--- src/rtl/cpu_pkg.sv ---
// Shared CPU definitions: opcodes, fetch FSM states and condition-code helpers.
package cpu_pkg;

    localparam logic [3:0] OP_BR  = 4'b0000;
    localparam logic [3:0] OP_ADD = 4'b0001;
    localparam logic [3:0] OP_AND = 4'b0101;
    localparam logic [3:0] OP_NOT = 4'b1001;
    localparam logic [3:0] OP_JMP = 4'b1100;
    localparam logic [3:0] OP_LEA = 4'b1110;

    typedef enum logic [1:0] {
        REQ  = 2'd0,
        WAIT = 2'd1,
        HOLD = 2'd2
    } fetch_state_t;

    localparam logic [2:0] NZP_RESET = 3'b010;

    // One-hot {N,Z,P} classification of a register-file write value.
    function automatic logic [2:0] derive_nzp(input logic [15:0] value);
        logic n;
        logic z;
        n = value[15];
        z = (value == 16'h0000);
        return {n, z, !n && !z};
    endfunction

endpackage

--- src/rtl/nzp_reg.sv ---
// Condition-code register; loads the N/Z/P classification of cc_data when cc_we is set.
module nzp_reg
    import cpu_pkg::*;
(
    input  logic        clk,
    input  logic        rst_n,
    input  logic        cc_we,
    input  logic [15:0] cc_data,
    output logic [2:0]  nzp
);

    always_ff @(posedge clk or negedge rst_n) begin
        if (!rst_n) begin
            nzp <= NZP_RESET;
        end else if (cc_we) begin
            nzp <= derive_nzp(cc_data);
        end
    end

endmodule

--- src/rtl/fetch_unit.sv ---
// Instruction fetch stage: PC, req/gnt/rvalid fetch FSM, instruction register and BR/JMP redirect.
// Optional FETCH_PERF_CNT_EN adds retired/taken performance counters.
//
// state | meaning
// REQ   | imem_req asserted at pc, waiting for imem_gnt
// WAIT  | request granted, waiting for imem_rvalid
// HOLD  | instr valid, waiting for the consumer's instr_ready
module fetch_unit
    import cpu_pkg::*;
#(
    parameter int          ADDR_W   = 16,
    parameter logic [15:0] RESET_PC = 16'h3000
) (
    input  logic              clk,
    input  logic              rst_n,
    output logic              imem_req,
    output logic [ADDR_W-1:0] imem_addr,
    input  logic              imem_gnt,
    input  logic              imem_rvalid,
    input  logic [15:0]       imem_rdata,
    output logic [15:0]       instr,
    output logic              instr_valid,
    input  logic              instr_ready,
    output logic [ADDR_W-1:0] pc,
    input  logic [15:0]       jmp_base,
    input  logic              cc_we,
    input  logic [15:0]       cc_data,
`ifdef FETCH_PERF_CNT_EN
    output logic [31:0]       perf_retired,
    output logic [31:0]       perf_taken,
`endif
    output logic [2:0]        nzp
);

    localparam logic [ADDR_W-1:0] PC_RST = ADDR_W'(RESET_PC);

    fetch_state_t      state_q;
    fetch_state_t      state_d;
    logic [ADDR_W-1:0] pc_q;
    logic [15:0]       instr_q;
    logic              load_instr;
    logic              accept;
    logic [ADDR_W-1:0] pc_inc;
    logic [ADDR_W-1:0] br_target;
    logic [ADDR_W-1:0] next_pc;
    logic              br_taken;

    nzp_reg u_nzp_reg (
        .clk     (clk),
        .rst_n   (rst_n),
        .cc_we   (cc_we),
        .cc_data (cc_data),
        .nzp     (nzp)
    );

    always_ff @(posedge clk or negedge rst_n) begin
        if (!rst_n) begin
            state_q <= REQ;
        end else begin
            state_q <= state_d;
        end
    end

    always_comb begin
        state_d    = state_q;
        imem_req   = 1'b0;
        load_instr = 1'b0;
        accept     = 1'b0;
        case (state_q)
            REQ: begin
                imem_req = 1'b1;
                if (imem_gnt) state_d = WAIT;
            end
            WAIT: begin
                if (imem_rvalid) begin
                    load_instr = 1'b1;
                    state_d    = HOLD;
                end
            end
            HOLD: begin
                if (instr_ready) begin
                    accept  = 1'b1;
                    state_d = REQ;
                end
            end
            default: state_d = REQ;
        endcase
    end

    // Redirect uses the nzp value registered before any same-cycle cc_we update.
    assign pc_inc    = pc_q + ADDR_W'(1);
    assign br_target = pc_inc + {{(ADDR_W-9){instr_q[8]}}, instr_q[8:0]};
    assign br_taken  = (instr_q[15:12] == OP_BR) && (|(instr_q[11:9] & nzp));

    always_comb begin
        next_pc = pc_inc;
        if (br_taken) begin
            next_pc = br_target;
        end else if (instr_q[15:12] == OP_JMP) begin
            next_pc = jmp_base[ADDR_W-1:0];
        end
    end

    always_ff @(posedge clk or negedge rst_n) begin
        if (!rst_n) begin
            pc_q    <= PC_RST;
            instr_q <= 16'h0000;
        end else begin
            if (load_instr) instr_q <= imem_rdata;
            if (accept)     pc_q    <= next_pc;
        end
    end

`ifdef FETCH_PERF_CNT_EN
    always_ff @(posedge clk or negedge rst_n) begin
        if (!rst_n) begin
            perf_retired <= 32'd0;
            perf_taken   <= 32'd0;
        end else if (accept) begin
            perf_retired <= perf_retired + 32'd1;
            if (next_pc != pc_inc) perf_taken <= perf_taken + 32'd1;
        end
    end
`endif

    assign imem_addr   = pc_q;
    assign pc          = pc_q;
    assign instr       = instr_q;
    assign instr_valid = (state_q == HOLD);

endmodule

--- config.mk ---
export PLATFORM = sky130hd
export DESIGN_NAME = fetch_unit
export DESIGN_NICKNAME = d
export VERILOG_FILES = /design/src/rtl/cpu_pkg.sv /design/src/rtl/nzp_reg.sv /design/src/rtl/fetch_unit.sv
export SDC_FILE = /design/constraint.sdc
export NUM_CORES = 1
export LEC_CHECK = 0
export ABC_AREA = 1
export CAP_MARGIN = 40
export CORE_AREA = 2 2 88 90
export CTS_BUF_LIST = sky130_fd_sc_hd__clkbuf_16
export CTS_CLUSTER_SIZE = 10
export DETAILED_ROUTE_END_ITERATION = 6
export DIE_AREA = 0 0 90 92
export PLACE_DENSITY_LB_ADDON = 0.2
export SYNTH_ARGS = -nofsm -noshare
export SYNTH_HDL_FRONTEND = slang
export SYNTH_SLANG_ARGS = --single-unit
--- constraint.sdc ---
create_clock -name clk -period 2.6 [get_ports clk]
set_input_delay 0.52 -clock clk [delete_from_list [all_inputs] [get_ports clk]]
set_output_delay 0.52 -clock clk [all_outputs]
set_load 0.005 [all_outputs]
# After elaboration in Yosys (flattened, before gate mapping)

Index checks and enable logic that the tools add are counted.

Reductions and logical operators: 9
Bitwise operators: 1
Equality and inequality tests: 6
Muxes and demuxes: 11
Add/sub/neg operators: 2

Operator list:

| kind                                                                  | count |
|---|---|
| 16-bit 2-to-1 mux                                                     | 2 |
| 16-bit by 1-bit adder with 16-bit output, second input constant       | 1 |
| 16-bit adder                                                          | 1 |
| 16-bit logical NOT                                                    | 1 |
| 2-bit 2-to-1 mux                                                      | 3 |
| 2-bit one-hot mux with 3 select lines                                 | 1 |
| 1-bit 2-to-1 mux                                                      | 5 |
| 4-bit equality test, second input constant                            | 1 |
| 4-bit logical NOT                                                     | 1 |
| 2-bit != test, second input constant                                  | 2 |
| 3-bit bitwise AND                                                     | 1 |
| 3-bit AND reduction                                                   | 1 |
| 3-bit OR reduction                                                    | 1 |
| 2-bit by 1-bit equality test with 1-bit output, second input constant | 1 |
| 2-bit equality test, second input constant                            | 1 |
| 1-bit logical AND                                                     | 2 |
| 1-bit logical NOT                                                     | 2 |
| 2-bit logical NOT                                                     | 1 |
| 2-bit by 1-bit != test with 1-bit output, second input constant       | 1 |

Output and inout port bits: 53
Bits in registers: 37
Input bits: 54

# Longest topological paths before layout

Gate-level depths: netlist (run 1).

Depth after elaboration: 4
Mapped depth: 19
Mapped depth without buffers: 19

# Hierarchy

Synthesis (run 1) repeated with hierarchy kept, for this count alone.

Cell total of the unflattened synthesis: 466
Area total of the unflattened synthesis: 3229.3 µm²

Modules (own cells, without submodules):

| module     | cells each | instances | area an instance (µm²) |
|---|---|---|---|
| fetch_unit | 438        | 1         | 3047.9 |
| nzp_reg    | 28         | 1         | 181.4 |

# Worst setup path before layout (run 1)

Ideal clock, no wire load.

Path type: register to register
Start point: reg pc_q[0], in the netlist imem_addr[0]
End point: reg pc_q[7], in the netlist imem_addr[7]
Cell stages (with the launch flop): 18
Required time: 2.479 ns
Clock period less this slack: 2.307 ns
Path buffers: 0
Library setup time: 0.121 ns
Setup slack: 0.293 ns
Arrival time: 2.186 ns
Cell sequence: dfrtp_1 -> ha_1 -> nand2_2 -> nor2_4 -> nand2_1 -> nand2_1 -> o21ai_1 -> inv_1 -> ha_1 -> nand2_1 -> inv_1 -> a21oi_1 -> nand2_1 -> or2_1 -> nand3_1 -> o21ai_1 -> nand2_1 -> o21ai_1

Cells in the longest elaborated chain, start to end: 3

RTL lines:

| item                                              | line                               | RTL |
|---|---|---|
| start: declaration                                | fetch_unit.sv:39                   | `logic [ADDR_W-1:0] pc_q;` |
| start signal: assignment                          | fetch_unit.sv:110                  | `if (accept) pc_q <= next_pc;` |
| 16-bit by 1-bit adder with 16-bit output *        | fetch_unit.sv:91                   | `assign pc_inc = pc_q + ADDR_W'(1);` |
| 16-bit adder or 16-bit 2-to-1 mux (tied branches) | fetch_unit.sv:92, fetch_unit.sv:99 |  |
| 16-bit 2-to-1 mux *                               | fetch_unit.sv:97                   | `if (br_taken) begin` |

Mark *: on every way between the ends. The rest lies on a longest branch, timed or not.
A chain may end at the register's enable or synchronous reset.

# Worst setup path after layout (run 1)

Start point: reg pc_q[0], in the netlist imem_addr[0]
End point: reg pc_q[9], in the netlist imem_addr[9]

Same word-level chain as after synthesis.

==> metrics.csv, run 1 <==
stage,metric,value,unit
clock_tree,Hold Buf Count CTS,0,
sta,Layout Skew,6.00,ps
layout,Non-Filler Instances,663,
floorplanning,die height,92,um
floorplanning,Boundary Pins,107,
sta,period utilization,93.8,%
floorplanning,die area,0.00828,mm2
critical_path,r2r setup slk,160,ps
clock_tree,total CTS buffers,5,
sta,final setup fails,0,
sta,headroom to the max-slew limit,53.2,%
critical_path,Top delay family on crit path,simple AND/OR/NAND/NOR gates,
critical_path,WP data required,2800,ps
critical_path,crit end category,flip-flop,
clock_tree,Clock Path Buffers,2,
synth,syn nets,532,
route,wire per inst,15.0,um
synth,instance count of the mapped netlist,457,
placed_design,Port-buffer cells,106,
sta,RSZ-0062 raised after global routing,true,
synth,Mean Syn Cell Area,7.00,um2
synth,top-area cell type share of the netlist area,26.6,%
route,Routed WL,9.93,mm
placed_design,HPWL after DPL,7.75,mm
layout,Layout fillers,691,
pwr,P per Cell Area,1180,mW/mm2
layout,synthesis-to-layout area growth,47.0,%
sta,Final Max Tran Viols,0,
sta,Worst Max-Slew Pin Slew,702,ps
route,initial DRC count,199,
sta,fmax,410,MHz
critical_path,Critical Path Slowest Stage Cell,dfrtp_1,
placed_design,placed cells,652,
global_route,total gr overflow,0,
route,Remaining DRCs,0,
synth,Async SR Flop Fraction,100,%
pwr,leak pwr,2.15,nW
synth,Yosys top cell by area,dfrtp_1,
global_route,first-pass GRT wire length,16.1,mm
pwr,Peak VDD IR,0.610,mV
critical_path,Worst Path Arrival,2640,ps
critical_path,kind of critical path,reg2reg,
layout,"commonest cells after routing, fill and taps aside","nand2_1, clkdlybuf4s50_1, inv_1",
floorplanning,die width,90,um
global_route,vias in the first global route,3429,
run_status,outcome,"complete, no violations",
clock_tree,clock transition at the registers of the reported paths,60,ps
route,Via Count,3404,
synth,sequential fraction of the synthesis area,29.1,%
critical_path,max incr delay on CP,400,ps
hold_path,Hold Path Class,in2async,
route,Final ANT Viol Nets,0,
critical_path,WP depth,14,
placed_design,GP Congestion,0.961,
floorplanning,Core Rows,32,
sta,PnR worst setup slack,162,ps
critical_path,crit-path cells,ha_4 > nand2_4 > nor2_4 > nand2_1 > xor2_1 > inv_1 > ha_4 > nand2_1 > nor2_1 > a21boi_2 > nor2_1 > nand2_1 > nand3_1 > a21boi_1,
route,vias per inst,5.13,
clock_tree,H-tree depth,2,
synth,Post-synth EDFFs,0,
critical_path,startpoint types,flip-flop,
layout,ant diodes,0,
route,Initial DRT Pass Iterations,4,
floorplanning,Initial Util,42.9,%
sta,Final Hold Vio Count,0,
synth,"Distinct cells, synth",41,
clock_tree,CTS tree,built,
layout,layout net count,636,
global_route,total track usage,23.9,%
critical_path,most frequent cell on the critical path,nand2_1,
synth,ys flop type,dfrtp_1,
floorplanning,Core Area,0.00745,mm2
critical_path,Worst R2R Path Depth,14,
layout,layout cells sized above 1,15.3,%
layout,"most common cell after layout, fill and taps aside",nand2_1,
clock_tree,clk_lat worst skew,280,ps
critical_path,worst path bufs/invs,1,
synth,Seq cells post-synth,37,
clock_tree,CTS Sinks,37,
sta,Period minus WS final,2440,ps
flow_run,Max Cap Viol,0,
placed_design,setup slack after placement,-7.97,ps
critical_path,worst-path maximum fanout,5,
synth,Yosys warnings,0,
global_route,antenna violations before repair,0,
synth,Synth area leaders,"dfrtp_1, nand2_1, ha_1, inv_1, mux2_2",
pwr,Total Power,5.57,mW
global_route,pin count of the biggest net entering global routing,23,
clock_tree,clock root buffer,clkbuf_16,
synth,synthesized area,0.00320,mm2
[per-stage QoR]
step / TNS [ps] / utilization [%] / cell area, um2 / hold WS [ps]
after detailed placement: -7.97 / 58.1 / 4330 / 479
final: 0 / 63.1 / 4700 / 189
after global routing: -130 / 63.1 / 4700 / 209
after CTS: 0 / 60.1 / 4480 / 195
after global placement: 0 / 57.7 / 4300 / 473
after floorplan: 0 / - / 3200 / 224
[path summary, 6_finish.rpt]
check                                              from                           end
min in group clk           u_nzp_reg.nzp[1]$_DFFE_PN1P_  u_nzp_reg.nzp[1]$_DFFE_PN1P_
min reg2reg                u_nzp_reg.nzp[1]$_DFFE_PN1P_  u_nzp_reg.nzp[1]$_DFFE_PN1P_
min                                               rst_n     imem_addr[14]$_DFFE_PN0P_
max reg2reg                    imem_addr[0]$_DFFE_PN0P_      imem_addr[9]$_DFFE_PN0P_
max                            imem_addr[0]$_DFFE_PN0P_      imem_addr[9]$_DFFE_PN0P_
max in group asynchronous                         rst_n  u_nzp_reg.nzp[1]$_DFFE_PN1P_
[synthesized netlist by cell type (3+ instances only)]
cell	instances
inv_1	50
nand4_1	3
xor2_1	8
mux2_2	15
nand3_1	26
buf_4	17
o211ai_1	3
dfstp_2	3
a21boi_1	5
o21bai_1	3
ha_1	20
buf_2	7
nand2_2	4
o21ai_0	22
dfrtp_1	34
nor2_1	36
a21oi_1	23
nand2_1	129
o21ai_1	13
nor3_1	3
nor4_1	4
[where the power goes]
| part | switching [mW] | leakage [nW] | total (mW) | internal, mW |
|---|---|---|---|---|
| Sequential | 0.349 | 0.425 | 1.19 | 0.840 |
| Combinational | 1.93 | 1.65 | 3.80 | 1.87 |
| Clock | 0.234 | 0.0711 | 0.582 | 0.348 |
| Total | 2.51 | 2.15 | 5.57 | 3.06 |
[layer usage]
metal	GRT usage, %	routed length, um	vias up
met5	0	0	-
met4	6.67	179	0
met3	3.29	413	14
met2	42.7	5040	91
met1	30.2	4290	1618
li1	-	-	1681
[cells by family after synthesis]
family	Yosys count	synth area share (%)
adder cells (fa/ha/maj)	21	8.45
AO/OA/AOI/OAI	78	13.7
AND/OR/NAND/NOR	220	29.9
flip-flops	37	29.1
buffers and inverters	78	11.4
XOR/XNOR	8	2.19
multiplexers	15	5.28
[layout make-up]
type,instances,area (um2),share of cell area [%]
Clock inverter,2,12.5,0.266
Sequential cell,37,935,19.9
Clock buffer,5,125,2.66
Timing Repair Buffer,122,1200,25.5
Tap cell,102,128,2.71
Inverter,53,199,4.23
Multi-Input combinational cell,342,2100,44.7
[what timing repair did]
action                     4_1_cts  5_1_grt
setup endpoints to repair        2       11
gates resized for setup          3       37
buffers inserted                 0        4
pin swaps                        1        8
Note: power is estimated with default switching activity, not from simulation.
==> run 2: changes to the inputs <==
--- a/config.mk
+++ b/config.mk
@@ -7,11 +7,11 @@
 export LEC_CHECK = 0
 export ABC_AREA = 1
 export CAP_MARGIN = 40
-export CORE_AREA = 2 2 88 90
+export CORE_AREA = 2 2 99 101
 export CTS_BUF_LIST = sky130_fd_sc_hd__clkbuf_16
 export CTS_CLUSTER_SIZE = 10
 export DETAILED_ROUTE_END_ITERATION = 6
-export DIE_AREA = 0 0 90 92
+export DIE_AREA = 0 0 101 103
 export PLACE_DENSITY_LB_ADDON = 0.2
 export SYNTH_ARGS = -nofsm -noshare
 export SYNTH_HDL_FRONTEND = slang
==> run 2 against run 1 <==
Against the previous run:
- die area grew 26%
- clock skew is essentially flat
- utilization shrank 14 points
- sequential power is essentially flat
- critical path depth grew 1
- setup slack lost 11 ps
- routed wire length shrank 0.15%
- via count shrank 1.2%
- flip-flop and latch count is the same
- design area shrank 0.32%
- critical path type unchanged
- critical endpoint is now imem_addr[10]$_DFFE_PN0P_
==> metrics.csv, run 2 (same netlist as run 1, synthesis figures left out) <==
stage,metric,value,unit
layout,ant diodes,0,
critical_path,max incr delay on CP,420,ps
critical_path,Worst R2R Path Depth,15,
layout,synthesis-to-layout area growth,46.6,%
sta,RSZ-0062 raised after global routing,true,
layout,layout cells sized above 1,15.6,%
floorplanning,die height,103,um
sta,Layout Skew,5.56,ps
floorplanning,Core Rows,36,
route,met3 routed WL,485,um
critical_path,RR Endpoint,imem_addr[10]$_DFFE_PN0P_,
sta,Period minus WS final,2450,ps
global_route,pin count of the biggest net entering global routing,28,
clock_tree,clk_lat worst skew,290,ps
critical_path,Top delay family on crit path,simple AND/OR/NAND/NOR gates,
route,Initial DRT Pass Iterations,4,
layout,"commonest cells after routing, fill and taps aside","nand2_1, clkdlybuf4s50_1, inv_1",
route,vias per inst,5.00,
placed_design,setup slack after placement,-130,ps
placed_design,GP Congestion,0.899,
run_status,outcome,"complete, no violations",
pwr,Peak VDD IR,0.555,mV
pwr,P per Cell Area,1200,mW/mm2
placed_design,placed inst area,0.00433,mm2
layout,post-route design area,0.00469,mm2
global_route,vias in the first global route,3243,
flow_run,Max Cap Viol,0,
clock_tree,CTS Sinks,37,
sta,fmax,408,MHz
critical_path,source of the worst register-to-register timing path,imem_addr[7]$_DFFE_PN0P_,
critical_path,most frequent cell on the critical path,nand2_1,
critical_path,Worst Path Arrival,2620,ps
sta,period utilization,94.2,%
route,Via Count,3362,
clock_tree,CTS tree,built,
floorplanning,Core Area,0.00946,mm2
sta,final setup fails,0,
floorplanning,die area,0.0104,mm2
placed_design,Port-buffer cells,106,
critical_path,crit-path cells,nand2_1 > inv_1 > nand2_1 > nor3_4 > nand2_1 > nand2_1 > ha_1 > nand2_1 > nand2_1 > o21bai_2 > inv_1 > nand2_1 > or2_2 > nand3_1 > a21boi_1,
route,Metal-1 WL,4.22,mm
critical_path,startpoint types,flip-flop,
placed_design,HPWL after DPL,7.83,mm
critical_path,crit end category,flip-flop,
critical_path,Critical Path Slowest Stage Cell,dfrtp_2,
layout,layout net count,633,
floorplanning,Initial Util,33.8,%
route,Remaining DRCs,0,
route,highest routed layer,met4,
route,initial DRC count,150,
route,wire per inst,14.7,um
critical_path,worst path bufs/invs,2,
sta,Final Hold Vio Count,0,
global_route,first-pass GRT wire length,15.5,mm
layout,"most common cell after layout, fill and taps aside",nand2_1,
sta,Worst Max-Slew Pin Slew,682,ps
floorplanning,die width,101,um
global_route,total gr overflow,0,
clock_tree,total CTS buffers,5,
critical_path,WP data required,2770,ps
clock_tree,clock root buffer,clkbuf_16,
route,Final ANT Viol Nets,0,
route,Routed WL,9.91,mm
critical_path,worst-path maximum fanout,5,
hold_path,Hold Path Class,in2async,
pwr,leak pwr,2.12,nW
route,Met2 Wirelength,5.08,mm
clock_tree,clock transition at the registers of the reported paths,60,ps
global_route,total track usage,19.0,%
clock_tree,Clock Path Buffers,2,
sta,PnR worst setup slack,152,ps
sta,headroom to the max-slew limit,54.6,%
floorplanning,Boundary Pins,107,
critical_path,r2r setup slk,150,ps
critical_path,kind of critical path,reg2reg,
clock_tree,H-tree depth,2,
sta,Final Max Tran Viols,0,
global_route,antenna violations before repair,0,
==> run 2: changes by cell type in the layout (fill, tap and decap cells not counted), sizes merged <==
cell,before,now
bufinv,0,1
buf,17,14
==> run 2: worst max-delay path by stage <==
stage,to,from,slack [ps],cells after the start
4_1_cts,imem_addr[7]$_DFFE_PN0P_,imem_addr[0]$_DFFE_PN0P_,30,17
3_3_place_gp,imem_addr[9]$_DFFE_PN0P_,imem_addr[0]$_DFFE_PN0P_,-110,14
2_1_floorplan,imem_addr[7]$_DFFE_PN0P_,imem_addr[0]$_DFFE_PN0P_,290,17
6_report,imem_addr[10]$_DFFE_PN0P_,imem_addr[7]$_DFFE_PN0P_,150,15
3_5_place_dp,imem_addr[9]$_DFFE_PN0P_,imem_addr[0]$_DFFE_PN0P_,-130,14
5_1_grt,imem_addr[15]$_DFFE_PN0P_,imem_addr[0]$_DFFE_PN0P_,-20,16
==> run 2: routing by layer <==
layer	vias up	GRT usage (%)
met5	-	0
met4	0	4.57
met3	11	3.12
met2	96	34.2
met1	1575	24.0
li1	1680	-
==> run 2: power by group <==
part / switching [mW] / internal [mW]
registers: 0.332 / 0.843
clock network: 0.274 / 0.455
logic: 1.91 / 1.83
total: 2.52 / 3.13
==> run 2: cell type report <==
type                       instances  area [um2]
clock buffer                       5         125
timing repair buffer             119        1170
sequential                        37         937
clock inverter                     3        43.8
multi-input combinational        342        2070
inverter                          53         199
fill                             966        4770
tap                              114         143
==> run 2: stage by stage <==
| stage | total power [mW] | utilization, % | cells | hold slack [ps] | setup TNS [ps] |
|---|---|---|---|---|---|
| final | 5.65 | 49.6 | 673 | 114 | 0 |
| after CTS | 5.35 | 47.6 | 671 | 121 | 0 |
| after global placement | 4.52 | 45.5 | 662 | 473 | -113 |
| after detailed placement | 4.57 | 45.7 | 663 | 429 | -130 |
| after global routing | 6.19 | 49.6 | 673 | 137 | -106 |
| after floorplan | 3.28 | - | 457 | 224 | 0 |
==> run 2: what timing repair did <==
| action | 4_1_cts | 5_1_grt |
|---|---|---|
| setup endpoints to repair | 1 | 10 |
| resized for setup | 4 | 38 |
| pin swaps | 0 | 8 |
| gates cloned | 0 | 0 |
| hold buffers | 0 | 0 |
| setup buffers | 0 | 2 |
==> run 3: changes to the inputs <==
--- a/config.mk
+++ b/config.mk
@@ -7,11 +7,11 @@
 export LEC_CHECK = 0
 export ABC_AREA = 1
 export CAP_MARGIN = 40
-export CORE_AREA = 2 2 99 101
+export CORE_AREA = 2 2 95 106
 export CTS_BUF_LIST = sky130_fd_sc_hd__clkbuf_16
 export CTS_CLUSTER_SIZE = 10
 export DETAILED_ROUTE_END_ITERATION = 6
-export DIE_AREA = 0 0 101 103
+export DIE_AREA = 0 0 97 108
 export PLACE_DENSITY_LB_ADDON = 0.2
 export SYNTH_ARGS = -nofsm -noshare
 export SYNTH_HDL_FRONTEND = slang
==> run 3 against run 2 <==
Against the previous run:
- global-route usage about the same
- first-iteration DRC count increased by 41%
- total power decreased by 1.4%
- critical path type unchanged
- largest power group unchanged
- highest routed layer unchanged
==> metrics.csv, run 3 (same netlist as run 1, synthesis figures left out) <==
stage,metric,value,unit
placed_design,HPWL after DPL,7.86,mm
critical_path,worst path bufs/invs,1,
layout,Layout fillers,928,
floorplanning,die height,108,um
critical_path,WP data required,2810,ps
placed_design,GP Congestion,0.907,
sta,final setup fails,0,
layout,"most common cell after layout, fill and taps aside",nand2_1,
route,Final ANT Viol Nets,0,
pwr,leak pwr,2.12,nW
route,wire per inst,14.9,um
pwr,clock network fraction of total power,10.9,%
sta,period utilization,95.1,%
pwr,P per Cell Area,1190,mW/mm2
critical_path,startpoint types,flip-flop,
layout,synthesis-to-layout area growth,46.4,%
route,Via Count,3397,
clock_tree,Hold Buf Count CTS,0,
floorplanning,Initial Util,34.4,%
placed_design,Port-buffer cells,106,
pwr,internal power,3.03,mW
clock_tree,H-tree depth,2,
global_route,total gr overflow,0,
floorplanning,die width,97,um
critical_path,kind of critical path,reg2reg,
floorplanning,Core Rows,37,
pwr,Peak VDD IR,0.554,mV
floorplanning,Core Area,0.00931,mm2
sta,Worst Max-Slew Pin Slew,619,ps
route,initial DRC count,211,
sta,Final Hold Vio Count,0,
route,vias per inst,5.02,
pwr,share of total power in sequential cells,21.1,%
pwr,Gate power share,68.0,%
critical_path,Top delay family on crit path,simple AND/OR/NAND/NOR gates,
clock_tree,total CTS buffers,5,
layout,"commonest cells after routing, fill and taps aside","nand2_1, clkdlybuf4s50_1, inv_1",
critical_path,Worst Path Arrival,2680,ps
sta,Period minus WS final,2470,ps
layout,ant diodes,0,
global_route,pin count of the biggest net entering global routing,32,
route,Remaining DRCs,0,
placed_design,placed inst area,0.00433,mm2
clock_tree,CTS Sinks,37,
clock_tree,clock root buffer,clkbuf_16,
sta,fmax,404,MHz
global_route,first-pass GRT wire length,16.1,mm
critical_path,Critical Path Slowest Stage Cell,dfrtp_1,
global_route,total track usage,19.0,%
layout,layout cells sized above 1,16.8,%
floorplanning,Boundary Pins,107,
layout,Non-Filler Instances,677,
layout,layout net count,635,
clock_tree,Clock Path Buffers,2,
clock_tree,clock transition at the registers of the reported paths,70,ps
pwr,Switching Fraction,45.6,%
route,Routed WL,10.1,mm
global_route,vias in the first global route,3449,
floorplanning,die area,0.0105,mm2
critical_path,most frequent cell on the critical path,nand2_1,
critical_path,worst-path maximum fanout,5,
critical_path,crit end category,flip-flop,
flow_run,Max Cap Viol,0,
placed_design,placed cells,666,
route,Initial DRT Pass Iterations,4,
sta,headroom to the max-slew limit,58.7,%
sta,RSZ-0062 raised after global routing,true,
layout,post-route design area,0.00468,mm2
hold_path,Hold Path Class,in2async,
pwr,Net Sw Power,2.54,mW
clock_tree,clk_lat worst skew,280,ps
layout,sequential cell area,937,um2
clock_tree,CTS tree,built,
layout,area of the multi-input gates,0.00208,mm2
run_status,outcome,"complete, no violations",
critical_path,max incr delay on CP,380,ps
global_route,antenna violations before repair,0,
critical_path,crit-path cells,ha_2 > nand2_2 > nor2_4 > nand2_1 > xor2_2 > inv_1 > ha_4 > nand2_1 > nor2_2 > a21boi_2 > nor2_1 > nand2_1 > nand3_1 > a21boi_2,
sta,Final Max Tran Viols,0,
sta,Layout Skew,9.44,ps
run 3: cell types whose count changed in the layout (fill, tap and decap cells not counted), moves of 3 or more:
cell,previous run,this run
o21ai_1,14,11
nor2_2,3,6
xor2_1,7,4
xor2_2,1,4
run 3: per-layer routing:
| layer | vias up | track usage [%] | routed length [um] |
|---|---|---|---|
| li1 | 1675 | - | - |
| met3 | 16 | 3.30 | 539 |
| met5 | - | 0 | 0 |
| met2 | 126 | 34.5 | 5210 |
| met1 | 1580 | 23.3 | 4220 |
| met4 | 0 | 5.53 | 113 |
run 3: through the flow:
stage                     setup TNS [ps]  worst slack [ps]  util [%]  power, mW  hold slack (ps)
after floorplan                        0               293         -       3.28              224
after global placement              -201              -201      46.3       4.55              475
after detailed placement            -171              -171      46.5       4.60              375
after CTS                              0              18.1      48.2       5.26             68.0
after global routing               -55.6             -38.1      50.3       6.08             81.2
final                                  0               127      50.3       5.57             66.5
run 3: final timing paths:
kind	start	endpoint	slack [ps]	cells past startpoint
worst min register to register	u_nzp_reg.nzp[1]$_DFFE_PN1P_	u_nzp_reg.nzp[1]$_DFFE_PN1P_	490	2
worst max-delay path	imem_addr[0]$_DFFE_PN0P_	imem_addr[9]$_DFFE_PN0P_	130	14
max in group asynchronous	rst_n	u_nzp_reg.nzp[1]$_DFFE_PN1P_	2030	2
worst max register to register	imem_addr[0]$_DFFE_PN0P_	imem_addr[9]$_DFFE_PN0P_	130	14
min in group clk	u_nzp_reg.nzp[1]$_DFFE_PN1P_	u_nzp_reg.nzp[1]$_DFFE_PN1P_	490	2
worst min-delay path	rst_n	imem_addr[7]$_DFFE_PN0P_	70	1
run 3: power groups by stage:
stage               Sequential [mW]  Clock [mW]  Combinational [mW]
floorplan                      1.12           0                2.16
global placement               1.15           0                3.40
global route                   1.22       0.644                4.22
finish                         1.18       0.606                3.79
CTS                            1.15       0.620                3.48
detailed placement             1.16           0                3.44
run 3: area by class of cell:
| cell class | instances | area share (%) |
|---|---|---|
| flip-flops and latches | 37 | 20.0 |
| well taps | 117 | 3.13 |
| inverters | 53 | 4.25 |
| repair buffers | 121 | 25.2 |
| clock inverters | 2 | 0.267 |
| clock buffers | 5 | 2.67 |
| multi-input cells | 342 | 44.4 |
run 3: what timing repair did:
item,in CTS,in global routing
pin swaps,1,3
buffers inserted,1,3
gates resized for setup,4,40
endpoints found under the setup margin,1,10
